## src/rtl/pipe_ctrl_pkg.sv

```systemverilog
// Shared types for the pipeline stall/flush sequencer and the CSR/trap unit.
//   pipe_state_e : sequencer state
//   trap_cause_e : encoding of trap_cause (exception vs interrupt)
//   HOLD_NOP / HOLD_PASS : polarity of the hold_* outputs
package pipe_ctrl_pkg;

  typedef enum logic [1:0] {
    ST_RUN      = 2'd0,
    ST_LU_STALL = 2'd1,
    ST_TRAP     = 2'd2,
    ST_SLEEP    = 2'd3
  } pipe_state_e;

  typedef enum logic {
    CAUSE_EXC = 1'b0,
    CAUSE_IRQ = 1'b1
  } trap_cause_e;

  // hold_* = 1 loads a NOP (bubble) into the pipeline register.
  localparam logic HOLD_NOP  = 1'b1;
  localparam logic HOLD_PASS = 1'b0;

endpackage : pipe_ctrl_pkg

```

## src/rtl/load_use_detect.sv

```systemverilog
// Load-use hazard comparator: flags an ID instruction that reads the rd of a load in EX.
// Ports: rs1_id/rs2_id/rs_used_id describe the ID reads; rd_id_ex/load_id_ex describe EX;
//        hazard_o is purely combinational. Writes to x0 never create a hazard.
module load_use_detect (
  input  logic [4:0] rs1_id,
  input  logic [4:0] rs2_id,
  input  logic [1:0] rs_used_id,
  input  logic [4:0] rd_id_ex,
  input  logic       load_id_ex,
  output logic       hazard_o
);

  logic rd_nonzero;
  logic rs1_hit;
  logic rs2_hit;

  assign rd_nonzero = (rd_id_ex != 5'd0);
  assign rs1_hit    = rs_used_id[0] && (rs1_id == rd_id_ex);
  assign rs2_hit    = rs_used_id[1] && (rs2_id == rd_id_ex);
  assign hazard_o   = load_id_ex && rd_nonzero && (rs1_hit || rs2_hit);

endmodule : load_use_detect

```

## src/rtl/pipeline_ctrl.sv

```systemverilog
// Stall/flush sequencer for the 5-stage core: load-use bubbles, EX jumps, memory wait,
// trap entry (exception/IRQ) and WFI sleep. Outputs are combinational from state and inputs.
// Ports: hazard/status inputs from ID/EX, trap handshake (trap_req/trap_ack/trap_vec),
//        stall_n_*/hold_* to the pipeline registers, pc_load/pc_load_addr to the PC, sleeping.
module pipeline_ctrl
  import pipe_ctrl_pkg::*;
#(
  parameter int LOAD_USE_BUBBLES = 1
) (
  input  logic        clk,
  input  logic        rst_n,
  input  logic [4:0]  rs1_id,
  input  logic [4:0]  rs2_id,
  input  logic [1:0]  rs_used_id,
  input  logic [4:0]  rd_id_ex,
  input  logic        load_id_ex,
  input  logic        jump_ex,
  input  logic [31:0] jump_addr_ex,
  input  logic        exception_id,
  input  logic        irq_pending,
  input  logic        wfi_ex,
  input  logic        mem_busy,
  input  logic        trap_ack,
  input  logic [31:0] trap_vec,
  output logic        stall_n_if,
  output logic        stall_n_id,
  output logic        hold_if_id,
  output logic        hold_id_ex,
  output logic        pc_load,
  output logic [31:0] pc_load_addr,
  output logic        trap_req,
  output logic        trap_cause,
  output logic        sleeping
);

  // Extra bubbles after the first one, which is issued from RUN.
  localparam logic [1:0] LU_EXTRA = 2'(LOAD_USE_BUBBLES - 1);

  pipe_state_e state_q, state_d;
  logic [1:0]  cnt_q, cnt_d;
  trap_cause_e cause_q, cause_d;
  logic        lu_hazard;

  load_use_detect u_lud (
    .rs1_id     (rs1_id),
    .rs2_id     (rs2_id),
    .rs_used_id (rs_used_id),
    .rd_id_ex   (rd_id_ex),
    .load_id_ex (load_id_ex),
    .hazard_o   (lu_hazard)
  );

  always_ff @(posedge clk or negedge rst_n) begin
    if (!rst_n) begin
      state_q <= ST_RUN;
      cnt_q   <= 2'd0;
      cause_q <= CAUSE_EXC;
    end else begin
      state_q <= state_d;
      cnt_q   <= cnt_d;
      cause_q <= cause_d;
    end
  end

  always_comb begin
    state_d      = state_q;
    cnt_d        = cnt_q;
    cause_d      = cause_q;
    stall_n_if   = 1'b1;
    stall_n_id   = 1'b1;
    hold_if_id   = HOLD_PASS;
    hold_id_ex   = HOLD_PASS;
    pc_load      = 1'b0;
    pc_load_addr = jump_addr_ex;
    trap_req     = 1'b0;
    sleeping     = 1'b0;

    case (state_q)
      ST_RUN, ST_LU_STALL: begin
        if (mem_busy) begin
          // Freeze everything; redirects and traps wait until memory completes.
          stall_n_if = 1'b0;
          stall_n_id = 1'b0;
        end else if (jump_ex) begin
          // Younger instructions are wrong-path: flush both registers and drop
          // any exception, WFI or load-use they raised.
          pc_load    = 1'b1;
          hold_if_id = HOLD_NOP;
          hold_id_ex = HOLD_NOP;
          state_d    = ST_RUN;
          cnt_d      = 2'd0;
        end else if (exception_id || irq_pending) begin
          state_d    = ST_TRAP;
          cnt_d      = 2'd0;
          cause_d    = (irq_pending && !exception_id) ? CAUSE_IRQ : CAUSE_EXC;
          stall_n_if = 1'b0;
          hold_if_id = HOLD_NOP;
          hold_id_ex = HOLD_NOP;
        end else if ((state_q == ST_RUN) && wfi_ex) begin
          state_d    = ST_SLEEP;
          stall_n_if = 1'b0;
          hold_if_id = HOLD_NOP;
        end else if (state_q == ST_LU_STALL) begin
          // Keep bubbling regardless of the current hazard inputs until the
          // configured bubble count has been issued.
          stall_n_if = 1'b0;
          hold_id_ex = HOLD_NOP;
          cnt_d      = cnt_q - 2'd1;
          if (cnt_q == 2'd1) begin
            state_d = ST_RUN;
          end
        end else if (lu_hazard) begin
          stall_n_if = 1'b0;
          hold_id_ex = HOLD_NOP;
          if (LOAD_USE_BUBBLES > 1) begin
            state_d = ST_LU_STALL;
            cnt_d   = LU_EXTRA;
          end
        end
      end

      ST_TRAP: begin
        trap_req   = 1'b1;
        stall_n_if = 1'b0;
        hold_if_id = HOLD_NOP;
        hold_id_ex = HOLD_NOP;
        if (trap_ack) begin
          // Handler entry wins over anything pending this cycle; a still-pending
          // IRQ is re-evaluated from RUN on the next cycle.
          pc_load      = 1'b1;
          pc_load_addr = trap_vec;
          state_d      = ST_RUN;
        end
      end

      ST_SLEEP: begin
        sleeping   = 1'b1;
        stall_n_if = 1'b0;
        stall_n_id = 1'b0;
        hold_if_id = HOLD_NOP;
        if (irq_pending) begin
          state_d = ST_TRAP;
          cause_d = CAUSE_IRQ;
        end
      end

      default: begin
        state_d = ST_RUN;
      end
    endcase

    // Reset forces the safe output set without waiting for a clock edge.
    if (!rst_n) begin
      stall_n_if = 1'b0;
      stall_n_id = 1'b0;
      hold_if_id = HOLD_NOP;
      hold_id_ex = HOLD_NOP;
      pc_load    = 1'b0;
      trap_req   = 1'b0;
      sleeping   = 1'b0;
    end
  end

  assign trap_cause = cause_q;

endmodule : pipeline_ctrl
```

## config.mk

```make
export PLATFORM = sky130hd
export DESIGN_NAME = pipeline_ctrl
export DESIGN_NICKNAME = d
export VERILOG_FILES = /design/src/rtl/pipe_ctrl_pkg.sv /design/src/rtl/load_use_detect.sv /design/src/rtl/pipeline_ctrl.sv
export SDC_FILE = /design/constraint.sdc
export NUM_CORES = 1
export LEC_CHECK = 0
export ABC_AREA = 1
export CORE_ASPECT_RATIO = 2
export CORE_MARGIN = 2
export CORE_UTILIZATION = 31
export DETAILED_ROUTE_END_ITERATION = 10
export PLACE_DENSITY_LB_ADDON = 0.05
export SETUP_SLACK_MARGIN = 0.5
export SYNTH_ARGS = -nofsm -noshare
export SYNTH_HDL_FRONTEND = slang
export SYNTH_HIERARCHICAL = 1
export SYNTH_SLANG_ARGS = --single-unit
```

## constraint.sdc

```tcl
create_clock -name clk -period 2.2 [get_ports clk]
set_input_delay 0.33 -clock clk [delete_from_list [all_inputs] [get_ports clk]]
set_output_delay 0.33 -clock clk [all_outputs]
set_load 0.01 [all_outputs]
```

# Yosys cells after proc, flatten, opt, wreduce, memory -nomap -nowiden

Cells that the tools add are included.

Flip-flop bits (word level): 5
Input bits: 90
Output and inout bits: 40
Logic and storage cells: 92

$add $sub $neg: 1
Equal/unequal tests: 14
Mux-type cells: 55
Bitwise operators: 1
Reductions and logical operators: 18

Operators by type and width:

| cell                                                                   | number |
|---|---|
| 32-bit 2-to-1 mux                                                      | 2 |
| 1-bit 2-to-1 mux                                                       | 34 |
| 2-bit 2-to-1 mux                                                       | 12 |
| 1-bit one-hot mux with 2 select lines                                  | 6 |
| 5-bit equality test                                                    | 2 |
| 2-bit inequality test (second input constant)                          | 5 |
| 5-bit inequality test (second input constant)                          | 2 |
| 5-bit AND reduction                                                    | 2 |
| 1-bit logical AND                                                      | 6 |
| 2-bit one-hot mux with 3 select lines                                  | 1 |
| 5-bit nonzero test                                                     | 1 |
| 2-bit by 1-bit equality test with 1-bit output (second input constant) | 2 |
| 2-bit equality test (second input constant)                            | 2 |
| 4-bit AND reduction                                                    | 1 |
| 2-bit OR reduction                                                     | 2 |
| 3-bit inequality test (second input constant)                          | 1 |
| 3-bit nonzero test                                                     | 1 |
| 2-bit zero test                                                        | 1 |
| 1-bit logical OR                                                       | 2 |
| 2-bit nonzero test                                                     | 1 |
| 2-bit by 1-bit subtractor with 2-bit output (second input constant)    | 1 |
| 1-bit zero test                                                        | 1 |
| 1-bit NOT                                                              | 1 |

# Longest topological paths before layout

Depth in word-level cells: 12
Depth in mapped cells: 10
Mapped depth without buffers: 10

# Hierarchy

The synthesis kept the hierarchy.

By module, submodules not included:

| module          | instances | cells an instance | area each (µm²) | sequential area each (µm²) |
|---|---|---|---|---|
| pipeline_ctrl   | 1         | 190               | 988.4           | 125.1 |
| load_use_detect | 1         | 54                | 216.5           | 0.0 |

# Worst setup path before layout

Ideal clock, no wire load.

Path type: input to output
Start: input rd_id_ex[2]
End: output hold_id_ex
Arrival time: 1.176 ns
Data required time: 1.870 ns
Setup slack: 0.694 ns
Stages: 9
Buffers on the path: 0
Cells stage by stage: inv_1 > nor2_1 > a21oi_1 > nand3_1 > a21oi_1 > a21oi_1 > nand2_1 > nand2_1 > o21ai_0

Longest elaborated chain between the ends: 12
Elaborated cells between the ends (all ways): 16
Classes of those cells: 2 x eq/ne; 8 x mux; 6 x reduce/logical

RTL lines:

| what                                          | line                                         | RTL |
|---|---|---|
| from (decl)                                   | pipeline_ctrl.sv:15                          | `input logic [4:0] rd_id_ex,` |
| 5-bit equality test, on equally long branches | load_use_detect.sv:18, load_use_detect.sv:19 |  |
| 1-bit logical AND, on equally long branches   | load_use_detect.sv:18, load_use_detect.sv:19 |  |
| 1-bit logical OR                              | load_use_detect.sv:20                        | `assign hazard_o = load_id_ex && rd_nonzero && (rs1_hit \|\| rs2_hit);` |
| 1-bit logical AND (*)                         | load_use_detect.sv:20                        |  |
| named net lu_hazard                           | pipeline_ctrl.sv:42                          | `logic lu_hazard;` |
| 1-bit 2-to-1 mux (*)                          | pipeline_ctrl.sv:112                         | `end else if (lu_hazard) begin` |
| 1-bit 2-to-1 mux (*)                          | pipeline_ctrl.sv:103                         | `end else if (state_q == ST_LU_STALL) begin` |
| 1-bit 2-to-1 mux (*)                          | pipeline_ctrl.sv:99                          | `end else if ((state_q == ST_RUN) && wfi_ex) begin` |
| 1-bit 2-to-1 mux (*)                          | pipeline_ctrl.sv:92                          | `end else if (exception_id \|\| irq_pending) begin` |
| 1-bit 2-to-1 mux (*)                          | pipeline_ctrl.sv:84                          | `end else if (jump_ex) begin` |
| 1-bit 2-to-1 mux (*)                          | pipeline_ctrl.sv:80                          | `if (mem_busy) begin` |
| 1-bit one-hot mux with 2 select lines (*)     | pipeline_ctrl.sv:78                          | `case (state_q)` |
| 1-bit 2-to-1 mux (*)                          | pipeline_ctrl.sv:153                         | `if (!rst_n) begin` |
| to (decl)                                     | pipeline_ctrl.sv:28                          | `output logic hold_id_ex,` |

Mark *: on every way through the listed nets, which the timed path passes. The rest lies on a longest branch.

# Worst setup path after layout

Start: register state_q[1]
End: output pc_load_addr[20]

Longest elaborated chain between the ends: 2

RTL lines:

| what                   | line                | RTL |
|---|---|---|
| from (decl)            | pipeline_ctrl.sv:39 | `pipe_state_e state_q, state_d;` |
| from (signal assigned) | pipeline_ctrl.sv:59 | `state_q <= state_d;` |
| 2-bit equality test    | pipeline_ctrl.sv:78 |  |
| 32-bit 2-to-1 mux      | pipeline_ctrl.sv:78 |  |
| to (decl)              | pipeline_ctrl.sv:30 | `output logic [31:0] pc_load_addr,` |

Every way passes these cells.

==> key figures <==
Status
  • Status: finished, final reports clean

Drt
  • Total routed wirelength: 7055 um
  • Routed length on met3: between 500 and 600 um
  • DRT iter0 DRCs: 25
  • Uppermost routed layer: met4
  • Met2 routed WL: 3995 um
  • ANT nets after route: 0
  • DR DRC count: 0
  • DR vias: about 2300
  • WL per Instance: between 15 and 20 um
  • WL met1: around 2200 um
  • Via/cell ratio: roughly 5
  • Drt pass-1 iters: 4

Placed design
  • Routability cong.: about 0.87
  • Placement Cell Area: 2631 sq um
  • Inst Count DP: between 400 and 500
  • Worst slack, placed: -0.3331 ns
  • DP HPWL: 4255 um
  • IO Port Bufs: ~130

Die
  • CORE AREA: 3804 sq um
  • Die span in x: just under 50 um
  • # IOs: 130
  • Cell row count: 32
  • Initial Util: between 30% and 40%
  • Die footprint: 4432 sq um
  • Die height: 92.17 um

Power and ir drop
  • Net Sw Power: roughly 1 mW
  • Pwr dens: 731.8 nW/um^2
  • Pwr Total: 2.335 mW
  • Clock power share: slightly above 7%
  • Pint: 1.315 mW
  • Net Sw Frac: roughly 44%
  • Seq pwr share: 6.8%
  • Max IR drop VDD: about 600 uV
  • Pleak: 1.612 nW
  • Gate power share: 86.0%

Synthesis
  • Synth Instances: approximately 240
  • Syn Area/Cell: approximately 4.9 sq um
  • Post-synthesis cell type count: 23
  • Register area share after synthesis: between 10% and 20%
  • Seq cells post-synth: 5
  • Mapped cell area: approximately 1200 sq um
  • Mapped Nets: roughly 340
  • Yosys warnings: 6

GRT
  • Vias in the first global route: approximately 2000
  • First-pass GRT wire length: 8445 um
  • GRT Util Overall: 25.45%
  • Global route overflow: 0
  • Initial antenna violation count: 0
  • Largest net degree at the start of global routing: 18

Final layout
  • Final Cell Area: about 3200 sq um
  • Layout cells sized above 1: 46.80%
  • Final cell count without fillers: around 460
  • Number of inserted diodes: 0
  • Fillers: 247
  • Most common cell after layout, fill and taps aside: nand2_1
  • Area grow syn2layout: 164.8%
  • Most frequent cells in the layout: nand2_1, clkdlybuf4s50_1, nand2_2
  • Final core utilization: a little over four fifths
  • Nets@finish: roughly 500

Hold path
  • Hold Crit Class: input pin to async pin

Clock network
  • CTS tree: yes
  • CTS sink cnt: 5
  • Worst-path clk slew: 0.03 ns
  • CTS Hold Bufs: 0
  • Clock Latency Late Sink: between 0.2 and 0.25 ns
  • Max clock buf depth: 2
  • Clk root buf: clkbuf_8
  • Number of CTS-inserted buffers: 3
  • H-tree levels: 1

STA
  • RSZ-0062 raised after global routing: true
  • Crit share post-route: between 80% and 90%
  • Hold WS: 0.4309 ns
  • Fin. Hold Viols: 0
  • # setup viols final: 0
  • Slew Limit Fails: 0
  • Worst Skew: a little over 0.0004 ns
  • Least-Margin Pin Slew: between 0.15 and 0.2 ns
  • Fmax: approximately 0.54 GHz
  • Max-slew headroom at the worst pin: between 80 and 90%
  • Setup TNS: 0 ns
  • Final setup margin: approximately 0.36 ns
  • Fin crit period: 1.844 ns

Setup path
  • Crit path kind: register to output port
  • Slowest CP cell: dfrtp_2
  • Crit path top cell by count: buf_6
  • Worst setup EP type: output port
  • Critical path fanouts, max: 7
  • Worst Path Buf+Inv: 5
  • WP data required: 1.87 ns
  • CP startpoint kind: register
  • Crit-path cells: nand2_4 > inv_8 > buf_6 > buf_6 > clkbuf_16 > nand3_2 > nand2_1 > buf_2
  • Critical path arrival: approximately 1.5 ns
  • Cell family with most CP delay: buffers and inverters
  • Slowest stage delay, CP: between 0.4 and 0.5 ns

Run
  • Max_cap viols: 0
final cells by class:
| cell class | instances | area, sq um | area share [%] |
|---|---|---|---|
| Multi-Input combinational cell | 201 | 1162 | 36.43 |
| Timing Repair Buffer | 170 | 1679 | 52.63 |
| Sequential cell | 5 | 127.6 | 4.000 |
| Clock buffer | 4 | 45.04 | 1.412 |
| Tap cell | 51 | 63.81 | 2.000 |
| Inverter | 26 | 112.6 | 3.529 |
repair_timing:
action | 4_1_cts | 5_1_grt
pin swaps | 24 | 41
setup buffers | 16 | 4
gates resized for setup | 220 | 122
endpoints found under the setup margin | 39 | 39
gates cloned | 4 | 1
final timing paths:
kind / start / slack [ns] / to / cells after the start
setup reg to reg: state_q[1] / 0.88 / cnt_q[0] / 7
hold reg to reg: trap_cause / 0.47 / trap_cause / 2
min in group clk: trap_cause / 0.47 / trap_cause / 2
hold / removal: rst_n / 0.43 / trap_cause / 2
max in group asynchronous: rst_n / 1.64 / state_q[0] / 2
setup / recovery: state_q[1] / 0.36 / pc_load_addr[20] / 8
flip-flops by register name, summed over array words and instances (netlist names):
signal / count
state_q: 2
trap_cause: 1
cnt_q: 2
per-layer routing:
| layer | vias up | track usage, % |
|---|---|---|
| met3 | 26 | 6.299 |
| met5 | - | 0 |
| met2 | 113 | 48.89 |
| met4 | 0 | 8.784 |
| li1 | 1082 | - |
| met1 | 1073 | 22.66 |
cells in the mapped netlist:
cell type  instances  area [sq um]
a21oi_1            6         30.03
a21oi_2            1         8.760
buf_2              4         20.02
buf_4              3         22.52
buf_6              5         56.30
dfrtp_1            5         125.1
ha_1               1         12.51
inv_1             21         78.83
inv_2              3         11.26
inv_4              1         6.260
inv_6              1         8.760
nand2_1          118         442.9
nand2_2            3         18.77
nand2_4            2         22.52
nand3_1           42         210.2
nand3b_1           1         7.510
nand4_1            1         6.260
nor2_1            17         63.81
nor2_2             2         12.51
o21ai_0            3         15.01
o21ai_1            2         10.01
o21ai_2            1         8.760
or2_1              1         6.260
cells by family (layout without fill, tap and decap cells):
| group | count (synthesis) | after routing | share of synthesized area [%] |
|---|---|---|---|
| buf+inv | 38 | 200 | 16.93 |
| fa+ha+maj | 1 | 1 | 1.038 |
| flops | 5 | 5 | 10.38 |
| simple gates | 187 | 187 | 65.63 |
| compound gates | 13 | 13 | 6.023 |
power groups by stage:
stage	logic, mW	registers [mW]	clock network, mW
after floorplan	0.679	0.135	0
after global routing	2.14	0.164	0.177
after CTS	1.61	0.157	0.171
after global placement	1.28	0.162	0
final	2.01	0.159	0.167
after detailed placement	1.30	0.162	0
(Power assumes the default switching activity.)
